==> src/rtl/sobol_pkg.sv <==
// Shared types, defaults and helpers for the single-dimension Sobol generator.
package sobol_pkg;

  localparam int INWD_DEF    = 8;
  localparam int LOGINWD_DEF = $clog2(INWD_DEF);

  typedef logic [INWD_DEF-1:0]    dir_vec_t;
  typedef logic [LOGINWD_DEF-1:0] dir_idx_t;

  // Dimension-1 (van der Corput) direction vector k: a single bit walking
  // down from the MSB, so the output is the bit-reversed Gray code of the count.
  function automatic logic [31:0] default_dir_vec(input int k, input int inwd = INWD_DEF);
    return 32'(1) << (inwd - 1 - k);
  endfunction

endpackage

==> src/rtl/sobol_seq_gen_lsz_index.sv <==
// Least-significant-zero finder: prefix-OR of the inverted count, one-hot
// edge detect, binary encode. An all-ones count is reported through
// none_found rather than being confused with index 0.
module lsz_index #(
  parameter int INWD    = 8,
  parameter int LOGINWD = $clog2(INWD)
) (
  input  logic [INWD-1:0]    cnt,
  output logic [LOGINWD-1:0] idx,
  output logic               none_found
);

  logic [INWD-1:0] inv;
  logic [INWD-1:0] pre;
  logic [INWD-1:0] onehot;

  assign inv       = ~cnt;
  assign pre[0]    = inv[0];
  assign onehot[0] = pre[0];

  for (genvar i = 1; i < INWD; i++) begin : g_pre
    assign pre[i]    = pre[i-1] | inv[i];
    assign onehot[i] = pre[i] & ~pre[i-1];
  end

  assign none_found = ~pre[INWD-1];

  // OR-encode the single set bit of onehot into a binary index.
  always_comb begin
    idx = '0;
    for (int i = 0; i < INWD; i++)
      if (onehot[i]) idx = idx | LOGINWD'(i);
  end

endmodule

==> src/rtl/sobol_seq_gen.sv <==
// Single-dimension Sobol sequence generator. Each advance XORs the direction
// vector selected by the least-significant zero of the step counter into the
// state; the table is runtime-writable so other dimensions can be produced.
module sobol_seq_gen
  import sobol_pkg::*;
#(
  parameter int INWD    = INWD_DEF,
  parameter int LOGINWD = $clog2(INWD)
) (
  input  logic               clk,
  input  logic               rst_n,
  input  logic               clear,
  input  logic               en,
  input  logic               dir_wr_en,
  input  logic [LOGINWD-1:0] dir_wr_addr,
  input  logic [INWD-1:0]    dir_wr_data,
  output logic [INWD-1:0]    seq_out,
  output logic               seq_valid,
  output logic               seq_wrap,
  output logic [LOGINWD-1:0] lsz_idx
);

  logic [INWD-1:0]    cnt;
  logic [INWD-1:0]    vtab [INWD];
  logic [INWD-1:0]    vdef [INWD];
  logic [LOGINWD-1:0] idx;
  logic               none_found;

  for (genvar k = 0; k < INWD; k++) begin : g_vdef
    assign vdef[k] = INWD'(default_dir_vec(k, INWD));
  end

  lsz_index #(.INWD(INWD), .LOGINWD(LOGINWD)) u_lsz (
    .cnt        (cnt),
    .idx        (idx),
    .none_found (none_found)
  );

  // Direction table: defaults on reset; out-of-range addresses are dropped.
  // Reads this cycle see the pre-write value, so a same-cycle advance uses the old vector.
  always_ff @(posedge clk or negedge rst_n) begin
    if (!rst_n) begin
      for (int k = 0; k < INWD; k++) vtab[k] <= vdef[k];
    end else if (dir_wr_en && (32'(dir_wr_addr) < INWD)) begin
      vtab[dir_wr_addr] <= dir_wr_data;
    end
  end

  // Counter/state/output registers; clear beats en, all-ones count wraps to 0.
  always_ff @(posedge clk or negedge rst_n) begin
    if (!rst_n) begin
      cnt       <= '0;
      seq_out   <= '0;
      seq_valid <= 1'b0;
      seq_wrap  <= 1'b0;
      lsz_idx   <= '0;
    end else if (clear) begin
      cnt       <= '0;
      seq_out   <= '0;
      seq_valid <= 1'b0;
      seq_wrap  <= 1'b0;
      lsz_idx   <= '0;
    end else if (en) begin
      seq_valid <= 1'b1;
      if (none_found) begin
        cnt      <= '0;
        seq_out  <= '0;
        seq_wrap <= 1'b1;
        lsz_idx  <= '0;
      end else begin
        cnt      <= cnt + 1'b1;
        seq_out  <= seq_out ^ vtab[idx];
        seq_wrap <= 1'b0;
        lsz_idx  <= idx;
      end
    end else begin
      seq_valid <= 1'b0;
      seq_wrap  <= 1'b0;
    end
  end

endmodule

==> config.mk <==
export PLATFORM = sky130hd
export DESIGN_NAME = sobol_seq_gen
export DESIGN_NICKNAME = d
export VERILOG_FILES = /design/src/rtl/sobol_pkg.sv /design/src/rtl/sobol_seq_gen_lsz_index.sv /design/src/rtl/sobol_seq_gen.sv
export SDC_FILE = /design/constraint.sdc
export NUM_CORES = 1
export LEC_CHECK = 0
export BUFFER_PORTS_ARGS = -buffer_cell sky130_fd_sc_hd__buf_2
export CELL_PAD_IN_SITES_DETAIL_PLACEMENT = 0
export CELL_PAD_IN_SITES_GLOBAL_PLACEMENT = 2
export CORE_AREA = 5 5 105 107
export CTS_BUF_LIST = sky130_fd_sc_hd__clkbuf_16
export CTS_CLUSTER_SIZE = 20
export DETAILED_ROUTE_END_ITERATION = 10
export DIE_AREA = 0 0 110 112
export GPL_TIMING_DRIVEN = 1
export PLACE_DENSITY_LB_ADDON = 0.1
export SYNTH_ARGS = -nofsm -noshare
export SYNTH_HDL_FRONTEND = slang
export SYNTH_SLANG_ARGS = --single-unit
==> constraint.sdc <==
create_clock -name clk -period 5.4 [get_ports clk]
set_clock_uncertainty 0.15 [all_clocks]
set_input_delay 0.54 -clock clk [delete_from_list [all_inputs] [get_ports clk]]
set_output_delay 0.54 -clock clk [all_outputs]
set_load 0.1 [all_outputs]
Word level (Yosys, flattened, before mapping) --
Index checks and enable logic that the tools add are counted.
Cells by class: magnitude comparators 3, reductions and logical operators 2, bitwise gates (word level) 25, add/sub/neg operators 1, mux-type cells 27
Operators by type and width (number):
- two-way mux 8 bit | 9
- bitwise mux 64 bit | 1
- binary-select mux 8 bit (select 3 bit) | 1
- demux 8 bit (select 3 bit) | 1
- two-way mux 3 bit | 7
- adder 8 x 1 -> 8 bit, second input constant | 1
- >= comparator 4 bit, second input constant | 2
- NOT 3 -> 4 bit | 2
- NOT 8 bit | 1
- XOR 8 bit | 1
- AND 1 bit | 7
- NOT 1 bit | 7
- bitwise OR 1 bit | 7
- two-way mux 1 bit | 6
- < comparator 4 x 1 -> 1 bit, second input constant | 1
- two-way mux 2 bit | 2
- nonzero test 2 bit | 1
- logical AND 1 bit | 1
Word-level totals: bits of input ports 16, output and inout bits 13, word-level logic and storage cells 71, flip-flop bits (word level) 85

Logic depth before layout (Yosys ltp) --
word-level depth 18, mapped depth 10, gate-level depth less buffers 8

By module --
From an unflattened synthesis, not the netlist that was laid out.
Unflattened totals: cell total of the unflattened synthesis 281, area total of the unflattened synthesis 4000.1 um2
By module, submodules not included:
- sobol_seq_gen | sequential area each 2137.0 um2, area an instance 3926.3 um2, instances 1, cells an instance 267
- lsz_index | sequential area each 0.0 um2, area an instance 73.8 um2, instances 1, cells an instance 14

Worst setup path after synthesis --
No wires, ideal clock.
path type register to register, from register cnt[0], to register seq_out[2], period minus slack after synthesis 2.391 ns, path buffers 2, stages on the path, launching flop included 11, data arrival time 2.113 ns, library setup time 0.129 ns, required time 5.121 ns, setup slack 3.009 ns, path through dfrtp_1 -> ha_1 -> ha_1 -> nor2b_4 -> or2_1 -> buf_4 -> buf_4 -> o21ai_0 -> a311oi_1 -> a22oi_1 -> o21ai_1
Between the ends: longest elaborated chain between the ends 18, elaborated cells between the ends (all ways) 37, classes of those cells mux: 13; bitwise: 24
Ends and longest elaborated chain:
- from (decl) | line sobol_seq_gen.sv:23 | logic [INWD-1:0] cnt;
- from (signal assigned) | line sobol_seq_gen.sv:71 | cnt <= cnt + 1'b1;
- NOT 8 bit * | line sobol_seq_gen_lsz_index.sv:17 | assign inv = ~cnt;
- bitwise OR 1 bit / NOT 1 bit (equally long branches) | line sobol_seq_gen_lsz_index.sv:22, sobol_seq_gen_lsz_index.sv:23
- AND 1 bit (tied with other cells) | line sobol_seq_gen_lsz_index.sv:23 | assign onehot[i] = pre[i] & ~pre[i-1];
- two-way mux 1 bit (tied with other cells) | line sobol_seq_gen_lsz_index.sv:32 | if (onehot[i]) idx = idx | LOGINWD'(i);
- two-way mux 2 bit (tied with other cells) (2 in series) | line sobol_seq_gen_lsz_index.sv:32
- two-way mux 3 bit (tied with other cells) (2 in series) | line sobol_seq_gen_lsz_index.sv:32
- two-way mux 3 bit / AND 1 bit (equally long branches) | line sobol_seq_gen_lsz_index.sv:32, sobol_seq_gen_lsz_index.sv:23
- two-way mux 3 bit | line sobol_seq_gen_lsz_index.sv:32
- NOT 3 -> 4 bit (not written as such) | line sobol_seq_gen.sv:72 | seq_out <= seq_out ^ vtab[idx];
- binary-select mux 8 bit (select 3 bit) | line sobol_seq_gen.sv:72
- two-way mux 8 bit (not written as such) (2 in series) | line sobol_seq_gen.sv:72
- XOR 8 bit | line sobol_seq_gen.sv:72
- two-way mux 8 bit * | line sobol_seq_gen.sv:65 | if (none_found) begin
- two-way mux 8 bit * | line sobol_seq_gen.sv:63 | end else if (en) begin
- two-way mux 8 bit * | line sobol_seq_gen.sv:57 | end else if (clear) begin
- to (signal assigned) | line sobol_seq_gen.sv:72
- to (decl) | line sobol_seq_gen.sv:17 | output logic [INWD-1:0] seq_out,
Every way passes the cells marked *; elsewhere a longest branch is shown, timed or not. The select of a mux whose other input is x is not followed. A chain may end at the register's enable or synchronous reset.

Worst setup path in the final report --
from register cnt[0], to register seq_out[7]
The elaborated chain is that of the path after synthesis.

==> reports/qor.yml <==
grt_pass1_wl_um: 17070
nNetsFinal: 401
rsz0062_at_grt: "false"
clock.fmax_mhz: 322.4
area_growth_pct: 12.08
critPathBufInv: 0
maxSlewHeadroom_pct: 24.12
ys_ff_latch: 85
grt_overflow: 0
dp_cells: 507
cts-resized-gates: 0
required_ns: 5.48
worst_setup_path_end_kind: "flip-flop"
drive_gt1_share_pct: 34.11
syn-cell-area_um2: 4255
p_leak_nw: 1.975
holdBufCountCts: 0
slowest_stage: "a21oi_1"
worstSetupPathType: "flip-flop to flip-flop"
fp.dieH_um: 112
mostFrequentLayoutCells: "dfrtp_1 (77), mux2_2 (64), o21ai_0 (27), buf_2 (27), nand2_1 (19)"
io_pins: 29
ys_dominant_reg_cell: "dfrtp_1"
diodes: 0
drcViolationCount: 0
crit_path_cell_trace: "ha_1, ha_1, nand4_1, a21oi_1, and3_1, o41ai_1, nand2b_1"
endpoint: "seq_out[7]"
gp_congestion: 0.7490
yosys_warnings: 0
clock_insertion_delay_worst_skew_ns: 0.34
cpPeakStageDelay_ns: 0.95
synth.distinct_cells: 44
syn_inst: 363
io_buffers: 28
hold_violations: 0
syn_nets: 382
cts-root-buf: "clkbuf_16"
ctsHtreeMaxLevel: 3
avgSynthCellArea_um2: 11.72
core_area_um2: 10050
vdd_ir_drop_max_mv: 0.1533
cts_tree: "yes"
routed_via_density: 5.881
grt_pass1_vias: 2959
synth-async-reset-ratio_pct: 100.0
core.rowCount: 37
final_common_cell: "dfrtp_1"
status: "completed"
path_depth: 7
multiInputGateArea_um2: 1967
clock-sinks: 85
dp_hpwl_um: 7086
routedWlPerCell_um: 20.31
cts_buffers: 9
nFillCells: 959
power.density_nw_per_um2: 383.7
crit_family: "compound AO/OA/AOI/OAI gates"
r2r-end: "seq_out[7]"
wirelength_um: 10620
drt_iter0_drc: 176
finalMaxSlewViolations: 0
crit_start: "cnt[0]"
crit_fanout: 15
r2r_start: "cnt[0]"
cts_setup_buffers: 0
synth_edf_count: 0
finalSetupTns_ns: 0
layout_worst_path_cycle_share_pct: 57.43
cp_data_arrival_time_ns: 3.18
track_usage_pct: 18.39
setup_violations: 0
crit_path_start_kind: "flip-flop"
hold_path_class: "input port to asynchronous set/reset pin"
yosysSeqAreaShare_pct: 50.22
rrSetupSlack_ns: 2.30
initial_core_util_pct: 42.36
grt_antenna_before_repair: 0
first_pass_iters: 4
vias: 3076
grt_max_degree: 48
die_area_um2: 12320
cap_violations: 0
r2r_cells: 7
min_period_ns: 3.101
drtAntennaViolNets: 0
tightest_slew_ns: 1.138
path_clk_slew_ns: 0.06
seqCellArea_um2: 2137
fin_cells: 523
die_w_um: 110
cp_common_cell: "ha_1"
cts.path.max_buffers: 2
==> metal layers <==
layer	track usage (%)	share of wire (%)	up-vias
met3	3.710	4.8	7
li1	-	-	1440
met2	25.97	44	55
met1	28.35	50	1574
met5	0	0	-
met4	5.237	1.1	0
==> Yosys cell counts, types with 2 or more instances <==
cell / count / area share (%)
nand4_1: 5 / 0.74
dfstp_2: 8 / 4.9
nand4b_1: 3 / 0.62
a311oi_1: 7 / 1.4
inv_1: 4 / 0.35
o2111ai_1: 8 / 1.6
nor2b_4: 2 / 0.65
ha_1: 3 / 0.88
a31oi_1: 17 / 2.5
nor3b_2: 2 / 0.59
nor2_1: 7 / 0.62
nand2_1: 19 / 1.7
buf_4: 7 / 1.2
nor3_2: 2 / 0.47
a22o_1: 9 / 1.9
o221ai_1: 7 / 1.4
clkbuf_1: 7 / 0.62
mux2_2: 64 / 17
dfrtp_1: 77 / 45
or3_1: 16 / 2.4
nand3_1: 8 / 0.94
nand2b_1: 3 / 0.44
a22oi_1: 14 / 2.5
and3_1: 3 / 0.44
buf_2: 6 / 0.71
buf_6: 2 / 0.53
o21ai_1: 10 / 1.2
o21ai_0: 27 / 3.2
==> cell families (layout without fill, tap and decap cells) <==
family | Yosys count | after routing | share of synthesized area (%)
adders and majority gates | 3 | 3 | 0.8822
AOI/OAI and AO/OA | 109 | 109 | 18.08
muxes | 64 | 64 | 16.94
DFF | 85 | 85 | 50.22
xor gates and xnor gates | 1 | 1 | 0.2059
and+or+nand+nor | 74 | 74 | 10.12
buffers and inverters | 27 | 51 | 3.558
==> power breakdown <==
group	switching [W]	total (W)	internal, W	leakage, nW
Sequential	0.0000635	0.000826	0.000763	1.04
Clock	0.000255	0.000657	0.000402	0.151
Combinational	0.000206	0.000347	0.000141	0.782
==> state kept, by name, summed over array words and instances (netlist names) <==
name	count
cnt	8
lsz_idx	3
seq_out	8
seq_valid	1
seq_wrap	1
vtab	64
==> final cells by class <==
cell class / instances / share of cell area (%)
flip-flops and latches: 85 / 44.81
multi-input cells: 251 / 41.24
clock buffers: 9 / 4.722
well taps: 136 / 3.568
repair buffers: 31 / 3.463
clock inverters: 7 / 1.889
inverters: 4 / 0.3148
==> worst min path at each step <==
stage / from / endpoint / slack [ns] / cells after the start
final: rst_n / cnt[5] / 0.02 / 1
after global routing: rst_n / cnt[5] / 0.07 / 1
after CTS: rst_n / cnt[5] / 0.04 / 1
after detailed placement: lsz_idx[0] / lsz_idx[0] / 0.32 / 2
after global placement: lsz_idx[0] / lsz_idx[0] / 0.31 / 2
after floorplan: rst_n / cnt[0] / 0.09 / 0
==> stage by stage <==
stage               utilization [%]  worst slack, ns  instance area (um2)  hold WS (ns)  power [W]
floorplan                         -            3.009                 4255       0.09441   0.001086
global placement              44.34            2.300                 4454        0.3086   0.001173
detailed placement            44.34            2.273                 4454        0.3219   0.001185
CTS                           47.48            2.253                 4770       0.03845   0.001847
global route                  47.48            1.964                 4770       0.06844   0.001916
finish                        47.48            2.299                 4770       0.01891   0.001830
(Power assumes the default switching activity.)
